File: config.mk
export PLATFORM = sky130hd
export DESIGN_NAME = output_drain_controller
export DESIGN_NICKNAME = d
export VERILOG_FILES = /design/src/rtl/output_drain_controller.sv
export SDC_FILE = /design/constraint.sdc
export NUM_CORES = 1
export LEC_CHECK = 0
export CAP_MARGIN = 20
export CORE_ASPECT_RATIO = 1.5
export CORE_MARGIN = 2
export CORE_UTILIZATION = 48
export DETAILED_ROUTE_END_ITERATION = 10
export GPL_TIMING_DRIVEN = 0
export PLACE_DENSITY_LB_ADDON = 0.3
export SLEW_MARGIN = 20
export SYNTH_ARGS = -nofsm -noshare
export SYNTH_HDL_FRONTEND = slang
export SYNTH_SLANG_ARGS = --single-unit
File: constraint.sdc
create_clock -name clk_i -period 6.6 [get_ports clk_i]
set_clock_uncertainty 0.1 [all_clocks]
set_input_delay 1.98 -clock clk_i [delete_from_list [all_inputs] [get_ports clk_i]]
set_output_delay 1.98 -clock clk_i [all_outputs]
set_load 0.005 [all_outputs]
File: src/rtl/output_drain_controller.sv
// -----------------------------------------------------------------------------
// output_drain_controller
//
// Purpose:
//   Drains the per-filter output BRAMs after an accumulation pass and streams
//   their contents out on a valid/ready interface. Reads are filter-major and
//   address-minor: every address 0..last of filter 0, then filter 1, and so on.
//   Read data comes back one cycle after the read strobe and lands in a
//   2-entry FIFO tagged with an end-of-pass marker. The stream is driven from
//   the FIFO head.
//
// Optional feature:
//   OUTPUT_DRAIN_CLEAR_EN - when defined, adds bram_clr_we_o. It pulses with
//   every read strobe so BRAM port B can write zero to the address just read,
//   leaving the BRAM cleared for the next accumulation pass. When undefined,
//   the port does not exist and BRAM contents are left untouched.
//
// Ports:
//   clk_i            sole clock, rising edge
//   general_rst_i    synchronous active-high reset
//   start_i          starts one drain pass (accepted only when idle)
//   num_filters_i    number of filters to drain (1..NUMBER_SUPPORTED_FILTERS)
//   last_addr_i      inclusive last BRAM address of each filter
//   bram_ready_i     BRAMs may be read
//   sel_mux_final_o  filter select to the final output mux
//   bram_addr_o      BRAM read address
//   bram_rd_en_o     BRAM read strobe
//   bram_data_i      BRAM read data, valid one cycle after bram_rd_en_o
//   out_data_o       stream data
//   out_valid_o      stream valid
//   out_ready_i      stream ready
//   out_last_o       final word of the pass
//   busy_o           pass in progress
//   done_o           one-cycle completion pulse
//   bram_clr_we_o    (OUTPUT_DRAIN_CLEAR_EN only) BRAM clear write strobe
// -----------------------------------------------------------------------------
module output_drain_controller #(
    parameter int NUMBER_SUPPORTED_FILTERS = 30,
    parameter int BRAM_ADDR_WIDTH          = 11,
    parameter int DATA_WIDTH               = 16
) (
    input  logic                                          clk_i,
    input  logic                                          general_rst_i,
    input  logic                                          start_i,
    input  logic [$clog2(NUMBER_SUPPORTED_FILTERS+1)-1:0] num_filters_i,
    input  logic [BRAM_ADDR_WIDTH-1:0]                    last_addr_i,
    input  logic                                          bram_ready_i,
    output logic [$clog2(NUMBER_SUPPORTED_FILTERS)-1:0]   sel_mux_final_o,
    output logic [BRAM_ADDR_WIDTH-1:0]                    bram_addr_o,
    output logic                                          bram_rd_en_o,
    input  logic [DATA_WIDTH-1:0]                         bram_data_i,
    output logic [DATA_WIDTH-1:0]                         out_data_o,
    output logic                                          out_valid_o,
    input  logic                                          out_ready_i,
    output logic                                          out_last_o,
    output logic                                          busy_o,
    output logic                                          done_o
`ifdef OUTPUT_DRAIN_CLEAR_EN
    ,
    output logic                                          bram_clr_we_o
`endif
);

    localparam int NF_W  = $clog2(NUMBER_SUPPORTED_FILTERS + 1);
    localparam int SEL_W = $clog2(NUMBER_SUPPORTED_FILTERS);

    localparam logic [NF_W-1:0]            NF_ONE   = NF_W'(1);
    localparam logic [NF_W-1:0]            NF_MAX   = NF_W'(NUMBER_SUPPORTED_FILTERS);
    localparam logic [BRAM_ADDR_WIDTH-1:0] ADDR_ONE = BRAM_ADDR_WIDTH'(1);

    typedef enum logic [1:0] {
        ST_IDLE,
        ST_ISSUE,
        ST_FLUSH,
        ST_DONE
    } state_t;

    // Control state
    state_t                     state_q,    state_d;
    logic [NF_W-1:0]            f_q,        f_d;
    logic [BRAM_ADDR_WIDTH-1:0] a_q,        a_d;
    logic [NF_W-1:0]            nf_q,       nf_d;
    logic [BRAM_ADDR_WIDTH-1:0] last_q,     last_d;

    // Read-return tracking: a read issued this cycle returns next cycle
    logic                       inflight_q, inflight_d;
    logic [NF_W-1:0]            ret_sel_q,  ret_sel_d;
    logic                       ret_last_q, ret_last_d;

    // 2-entry output FIFO
    logic [1:0]                 cnt_q,      cnt_d;
    logic                       wr_ptr_q,   wr_ptr_d;
    logic                       rd_ptr_q,   rd_ptr_d;
    logic [DATA_WIDTH-1:0]      fifo_data_q [2];
    logic                       fifo_last_q [2];

    logic [1:0] pending;
    logic       boundary_wait;
    logic       issue;
    logic       at_last_addr;
    logic       at_last_filter;
    logic       start_legal;
    logic       push;
    logic       pop;

    // Words the FIFO is already committed to hold: stored plus returning.
    assign pending = cnt_q + {1'b0, inflight_q};

    // The final mux is still pointed at the previous filter while its last
    // read returns; hold off the first read of the new filter until then.
    assign boundary_wait = inflight_q && (ret_sel_q != f_q);

    assign issue = (state_q == ST_ISSUE) && bram_ready_i &&
                   (pending < 2'd2) && !boundary_wait;

    assign at_last_addr   = (a_q == last_q);
    assign at_last_filter = (f_q == (nf_q - NF_ONE));
    assign start_legal    = (num_filters_i != '0) && (num_filters_i <= NF_MAX);

    assign push = inflight_q;
    assign pop  = out_valid_o && out_ready_i;

    always_comb begin
        state_d    = state_q;
        f_d        = f_q;
        a_d        = a_q;
        nf_d       = nf_q;
        last_d     = last_q;
        inflight_d = issue;
        ret_sel_d  = ret_sel_q;
        ret_last_d = ret_last_q;

        if (issue) begin
            ret_sel_d  = f_q;
            ret_last_d = at_last_filter && at_last_addr;
        end

        unique case (state_q)
            ST_IDLE: begin
                if (start_i) begin
                    if (start_legal) begin
                        nf_d    = num_filters_i;
                        last_d  = last_addr_i;
                        f_d     = '0;
                        a_d     = '0;
                        state_d = ST_ISSUE;
                    end else begin
                        state_d = ST_DONE;
                    end
                end
            end
            ST_ISSUE: begin
                if (issue) begin
                    if (at_last_filter && at_last_addr) begin
                        state_d = ST_FLUSH;
                    end else if (at_last_addr) begin
                        a_d = '0;
                        f_d = f_q + NF_ONE;
                    end else begin
                        a_d = a_q + ADDR_ONE;
                    end
                end
            end
            ST_FLUSH: begin
                if (!inflight_q && (cnt_q == 2'd0)) begin
                    state_d = ST_DONE;
                end
            end
            ST_DONE: begin
                state_d = ST_IDLE;
            end
            default: begin
                state_d = ST_IDLE;
            end
        endcase
    end

    always_comb begin
        cnt_d    = cnt_q;
        wr_ptr_d = wr_ptr_q;
        rd_ptr_d = rd_ptr_q;
        unique case ({push, pop})
            2'b10:   cnt_d = cnt_q + 2'd1;
            2'b01:   cnt_d = cnt_q - 2'd1;
            default: cnt_d = cnt_q;
        endcase
        if (push) begin
            wr_ptr_d = ~wr_ptr_q;
        end
        if (pop) begin
            rd_ptr_d = ~rd_ptr_q;
        end
    end

    always_ff @(posedge clk_i) begin
        if (general_rst_i) begin
            state_q    <= ST_IDLE;
            f_q        <= '0;
            a_q        <= '0;
            nf_q       <= '0;
            last_q     <= '0;
            inflight_q <= 1'b0;
            ret_sel_q  <= '0;
            ret_last_q <= 1'b0;
            cnt_q      <= 2'd0;
            wr_ptr_q   <= 1'b0;
            rd_ptr_q   <= 1'b0;
        end else begin
            state_q    <= state_d;
            f_q        <= f_d;
            a_q        <= a_d;
            nf_q       <= nf_d;
            last_q     <= last_d;
            inflight_q <= inflight_d;
            ret_sel_q  <= ret_sel_d;
            ret_last_q <= ret_last_d;
            cnt_q      <= cnt_d;
            wr_ptr_q   <= wr_ptr_d;
            rd_ptr_q   <= rd_ptr_d;
        end
    end

    // FIFO storage carries no reset; occupancy alone decides what is valid.
    always_ff @(posedge clk_i) begin
        if (push) begin
            fifo_data_q[wr_ptr_q] <= bram_data_i;
            fifo_last_q[wr_ptr_q] <= ret_last_q;
        end
    end

    // During a data-return cycle the mux follows the returning read's filter.
    assign sel_mux_final_o = SEL_W'(inflight_q ? ret_sel_q : f_q);
    assign bram_addr_o     = a_q;
    assign bram_rd_en_o    = issue;

    assign out_valid_o = (cnt_q != 2'd0);
    assign out_data_o  = out_valid_o ? fifo_data_q[rd_ptr_q] : '0;
    assign out_last_o  = out_valid_o ? fifo_last_q[rd_ptr_q] : 1'b0;

    assign busy_o = (state_q == ST_ISSUE) || (state_q == ST_FLUSH);
    assign done_o = (state_q == ST_DONE);

`ifdef OUTPUT_DRAIN_CLEAR_EN
    assign bram_clr_we_o = issue;
`endif

endmodule

==> metrics.txt, run 1 <==
status=finished clean; Diodes inserted=0; critical path depth=7; RD Place Congestion=0.836; leading cell type in the layout, fill and taps excluded=clkdlybuf4s50_1; nets@finish=489; dpl cells=534; Rows=39; Overall Global Routing Usage=20.2%; synth top area cells=edfxtp_1, dfxtp_1, mux2i_1, a21oi_1, nor2_1; pre-CTS setup slack=0.785 ns; Max stage delay on crit path=0.49 ns; # clock sinks=80; post-CTS setup buffer count=0; DIE HEIGHT=113 um; mean area per synthesized cell=10.5 um2; CP Launch Type=input port; final number of setup-violating endpoints=0; sink of the worst hold path=fifo_last_q[0]; CORE AREA=7610 um2; antenna-violating nets left=0; layout cell share with drive strength beyond 1=8.48%; HP Class=flop to flop; Ports=74; global-route met1 utilization=21.0%; Post-route DRC=0; Post-synth EDFFs=34; PwrDens=331 nW/um2; post-synthesis register bit count=80; period utilisation layout=88.1%; gr ovfl total=0; largest area contributor in the netlist=edfxtp_1; slowest CP cell=clkdlybuf4s50_1; Synth top area share=27.0%; Reg2Reg Setup Slack=4.24 ns; PortBufs=73; Pwr Total=1.63 mW; Mapped Nets=405; Final HPWL DP=6050 um; Root Buffer=clkbuf_16; Crit path required time=4.52 ns; drt first pass iters=4; Finished Cell Area=4930 um2; worst vdd ir=0.000189 V; Die W=76.5 um; headroom to the max-slew limit=42.3%; Worst-Margin Slew=0.864 ns; netlist area before placement=3780 um2; max-capacitance violation count=0; Via density=5.25; Peak Freq=172 MHz; Final Non-Filler Cells=550; CTS Buf Count=9; top_reg_cell synth=dfxtp_1; vias in the first global route=2889; setup_tns=0 ns; First DRT Iteration DRCs=152; r2r startpoint=bram_addr_o[4]; Setup CP Type=input port to primary output; Final Worst Setup Slack=0.786 ns; hold path depth=0; hold_buf cts=0; post_cts resized=0; largest net degree at the start of global routing=18; CP dominant cell by count=clkdlybuf4s50_1; most frequent cells in the layout=clkdlybuf4s50_1, dfxtp_1, nor2_1, edfxtp_1, a21oi_1; R2R depth=7; Vias=2886; Yosys warnings=0; hold_sp=ret_last_q; GRT Max-Usage Layer=met2; Netlist cell types=49; H-tree levels=3; critical path arrival=3.73 ns; Clk Latency, worst-skew pair=0.33 ns; Placed Area=4640 um2; RSZ-0062 raised after global routing=no; first-pass GRT wire length=13600 um; met3 usage=4.90%; Cells after Synth=359; critical path endpoint category=primary output; final wirelength=8130 um; Routed WL per cell=14.8 um; Bufs and invs on worst path=4; worst-path fanout max=9; CTS tree=built; Initial Util=49.7%; Hold Violations, Final=0; Seq/Total Area, Yosys=51.4%; LEAKAGE=1.80 nW; async set or reset register ratio after synthesis=0%; initial antenna violation count=0; die area=8620 um2; Clock Tree Buf Depth=2; count of pins over their slew limit=0; min Tclk post-route=5.81 ns; clk slew on worst S/H paths=0.05 ns; Syn-to-layout area delta=30.5%; met2 Use GR=37.8%; worst reg2reg path endpoint=bram_addr_o[0]; crit path cell chain=clkdlybuf4s50_1, o211ai_1, o21a_1, nand2b_1, buf_2, inv_1, clkdlybuf4s50_1; delay-heaviest family, CP=buffers and inverters
-- layout make-up --
cell class / count / area (um2)
clock inverters: 4 / 45.0
plain buffers: 18 / 98.8
well taps: 102 / 128
repair buffers: 73 / 731
clock buffers: 12 / 246
fillers: 638 / 2680
flip-flops and latches: 80 / 1940
inverters: 13 / 48.8
multi-input cells: 248 / 1690
-- worst max-delay path by stage --
| stage | start | slack (ns) | end |
|---|---|---|---|
| 6_report | bram_ready_i | 0.79 | bram_rd_en_o |
| 5_1_grt | bram_ready_i | 0.70 | bram_rd_en_o |
| 4_1_cts | bram_ready_i | 0.78 | bram_rd_en_o |
| 3_5_place_dp | bram_ready_i | 0.78 | bram_rd_en_o |
| 3_3_place_gp | bram_ready_i | 0.79 | bram_rd_en_o |
| 2_1_floorplan | bram_ready_i | 1.84 | bram_rd_en_o |
-- metrics by stage --
stage | hold slack [ns] | util, %
2_1_floorplan | 0.326 | -
3_3_place_gp | 0.340 | 60.9
3_5_place_dp | 0.353 | 61.0
4_1_cts | 0.372 | 64.8
5_1_grt | 0.383 | 64.8
6_report | 0.367 | 64.8
-- Yosys cell counts, types with 9 or more instances --
cell / number
nand2_1: 21
ha_1: 9
edfxtp_1: 34
inv_1: 13
a21oi_1: 28
clkbuf_1: 9
mux2i_1: 26
or3_1: 9
o21ai_1: 9
xnor2_1: 12
dfxtp_1: 46
xor2_1: 14
nor2_1: 35
o21ai_0: 22
-- logic make-up after synthesis --
kind of cell    share of synthesized area (%)
xor+xnor                                 7.08
flops                                    51.4
mux                                      8.37
compound gates                           12.8
fa+ha+maj                                2.98
simple gates                             13.5
buf+inv                                  3.91
-- sequential cells by signal, indices dropped and copies added, names as in the netlist, named ones only --
name and flops:
rd_ptr_q 1, ret_sel_q 5, last_q 11, nf_q 5, fifo_data_q 32, inflight_q 1, bram_addr_o 11, wr_ptr_q 1
state_q 2, ret_last_q 1, fifo_last_q 2, cnt_q 2, f_q 5
-- metal layers --
layer  share of wire (%)  vias to the layer above
li1                    -                     1449
met1                  39                     1342
met2                  55                       83
met3                 4.0                       12
met4                 2.2                        0
met5                   0                        -
-- report_power, final --
part | total (mW) | internal, mW | switching [mW]
logic | 0.546 | 0.257 | 0.289
clock network | 0.480 | 0.301 | 0.179
registers | 0.605 | 0.569 | 0.0362
No activity file was read; power rests on OpenSTA's default activity.
==> run 2, diff against run 1 <==
DONT_BUFFER_PORTS = 1   (was not set)
RECOVER_POWER = 50   (was not set)
==> run 2 against run 1 <==
  * Global-route usage shrank 1.9 points
  * Sequential cell count is the same
  * Clock power grew 17%
  * Largest power group unchanged
  * Cell area shrank 14%
  * Routed wire length shrank 6.3%
  * Register-to-register slack lost 0.03 ns
  * Critical endpoint unchanged
  * Critical path depth shrank 2
==> metrics.txt, run 2 (same netlist as run 1, synthesis figures left out) <==
status=finished clean; Clk Latency, worst-skew pair=0.33 ns (about the same); die area=8620 um2 (unchanged); Via density=5.49 (+4.7%); sw power=0.483 mW (-4.2%); Syn-to-layout area delta=12.4%; most flop-heavy register=fifo_data_q; final number of setup-violating endpoints=0 (unchanged); sequential power share=38.3% (+1.2 points); headroom to the max-slew limit=9.08% (-33 points); Diodes inserted=0 (unchanged); LEAKAGE=1.55 nW (-14%); Crit path required time=4.52 ns (about the same); count of pins over their slew limit=0 (unchanged); fill count=677 (+6.1%); Peak Freq=205 MHz (+19%); Rows=39 (unchanged); Root Buffer=clkbuf_16; Net Sw Frac=30.5% (-0.48 points); dpl cells=461 (-14%); slowest CP cell=o21a_1; Multi-input gate area=1690 um2 (-0.15%); hold_buf cts=0 (unchanged); RD Place Congestion=0.831 (-0.53%); Routed WL per cell=16.0 um (+8.1%); crit path cell chain=o211ai_1, o21a_1, nand2b_1, buf_2, inv_1; # clock sinks=80 (unchanged); hold_sp=ret_last_q; largest net degree at the start of global routing=18 (unchanged); initial antenna violation count=0 (unchanged); CORE AREA=7610 um2 (unchanged); DIE HEIGHT=113 um (unchanged); H-tree levels=3 (unchanged); setup_tns=0 ns (unchanged); Max stage delay on crit path=0.25 ns (-0.24 ns); RSZ-0062 raised after global routing=no; Final Non-Filler Cells=477 (-13%); min Tclk post-route=4.87 ns (-0.945 ns); drt first pass iters=4 (unchanged); HP Class=flop to flop; worst-path fanout max=9 (unchanged); antenna-violating nets left=0 (unchanged); Bufs and invs on worst path=2 (-2); first-pass GRT wire length=12400 um (-9.2%); most frequent cells in the layout=dfxtp_1, nor2_1, edfxtp_1; Int Power=1.10 mW (-2.1%); clock network power share=35.3% (+5.9 points); clk slew on worst S/H paths=0.05 ns (about the same); Initial Util=49.7% (unchanged); Worst-Margin Slew=1.36 ns (+0.494 ns); CTS tree=built; layout cell share with drive strength beyond 1=10.1% (+1.7 points); critical path arrival=2.79 ns (-0.94 ns); Hold Violations, Final=0 (unchanged); Die W=76.5 um (unchanged); Comb power frac=26.4% (-7.1 points); Ports=74 (unchanged); delay-heaviest family, CP=compound AO/OA/AOI/OAI gates; Final HPWL DP=5670 um (-6.4%); Post-route DRC=0 (unchanged); critical path endpoint category=primary output; post-CTS setup buffer count=0 (unchanged); beginning of the critical path=bram_ready_i; Register Area=1940 um2 (unchanged); PwrDens=373 nW/um2 (+13%); vias in the first global route=2595 (-10%); Setup CP Type=input port to primary output; CTS Buf Count=9 (unchanged); max-capacitance violation count=0 (unchanged); Vias=2620 (-9.2%); CP Launch Type=input port; period utilisation layout=73.8% (-14 points); r2r startpoint=inflight_q; PortBufs=0 (-100%); Overall Global Routing Usage=18.3% (-1.9 points); worst vdd ir=0.000185 V (-1.6%); final wirelength=7620 um (-6.3%); nets@finish=416 (-15%); Pwr Total=1.59 mW (-2.7%); post_cts resized=0 (unchanged); leading cell type in the layout, fill and taps excluded=dfxtp_1; First DRT Iteration DRCs=134 (-12%); gr ovfl total=0 (unchanged); max FFs per register=32 (unchanged); Clock Tree Buf Depth=2 (unchanged)
[run 2: changes by cell type in the layout (fill, tap and decap cells not counted)]
cell	change
nor2_2	-1
and2_1	-2
clkdlybuf4s50_1	-73
clkbuf_1	+1
buf_1	-1
and2_0	+2
clkinv_1	-1
clkinvlp_4	-1
nor2_1	+1
bufinv_16	+2
[run 2: final timing paths]
check	to	slack [ns]	cells after the start
max reg2reg	fifo_data_q[0][14]	4.21	3
min reg2reg	fifo_last_q[0]	0.38	0
min	fifo_last_q[0]	0.38	0
max	bram_rd_en_o	1.73	5
[run 2: metrics by stage]
| stage | cell area (um2) | util (%) | hold slack, ns | setup slack [ns] |
|---|---|---|---|---|
| after floorplan | 3780 | - | 0.326 | 1.84 |
| after global placement | 3910 | 51.3 | 0.338 | 1.75 |
| after detailed placement | 3910 | 51.4 | 0.355 | 1.72 |
| after CTS | 4250 | 55.8 | 0.376 | 1.72 |
| after global routing | 4250 | 55.8 | 0.395 | 1.65 |
| final | 4250 | 55.8 | 0.383 | 1.73 |
[run 2: layer usage]
metal / track usage [%] / routed length [um] / vias up
met3: 7.15 / 505 / 10
met1: 17.8 / 2880 / 1224
met4: 7.64 / 138 / 0
met2: 34.1 / 4090 / 76
li1: - / - / 1310
met5: 0 / 0 / -
[run 2: cell type report]
cell class	count	share of cell area [%]
plain buffers	18	2.33
clock buffers	12	5.80
clock inverters	4	2.21
inverters	13	1.15
multi-input cells	248	39.8
flip-flops and latches	80	45.7
well taps	102	3.00
[run 2: power groups by stage]
stage                     clock (mW)  sequential (mW)  combinational (mW)
after floorplan                    0            0.607               0.340
after global placement             0            0.615               0.415
after detailed placement           0            0.617               0.426
after CTS                      0.565            0.607               0.429
after global routing           0.589            0.613               0.465
final                          0.560            0.607               0.419
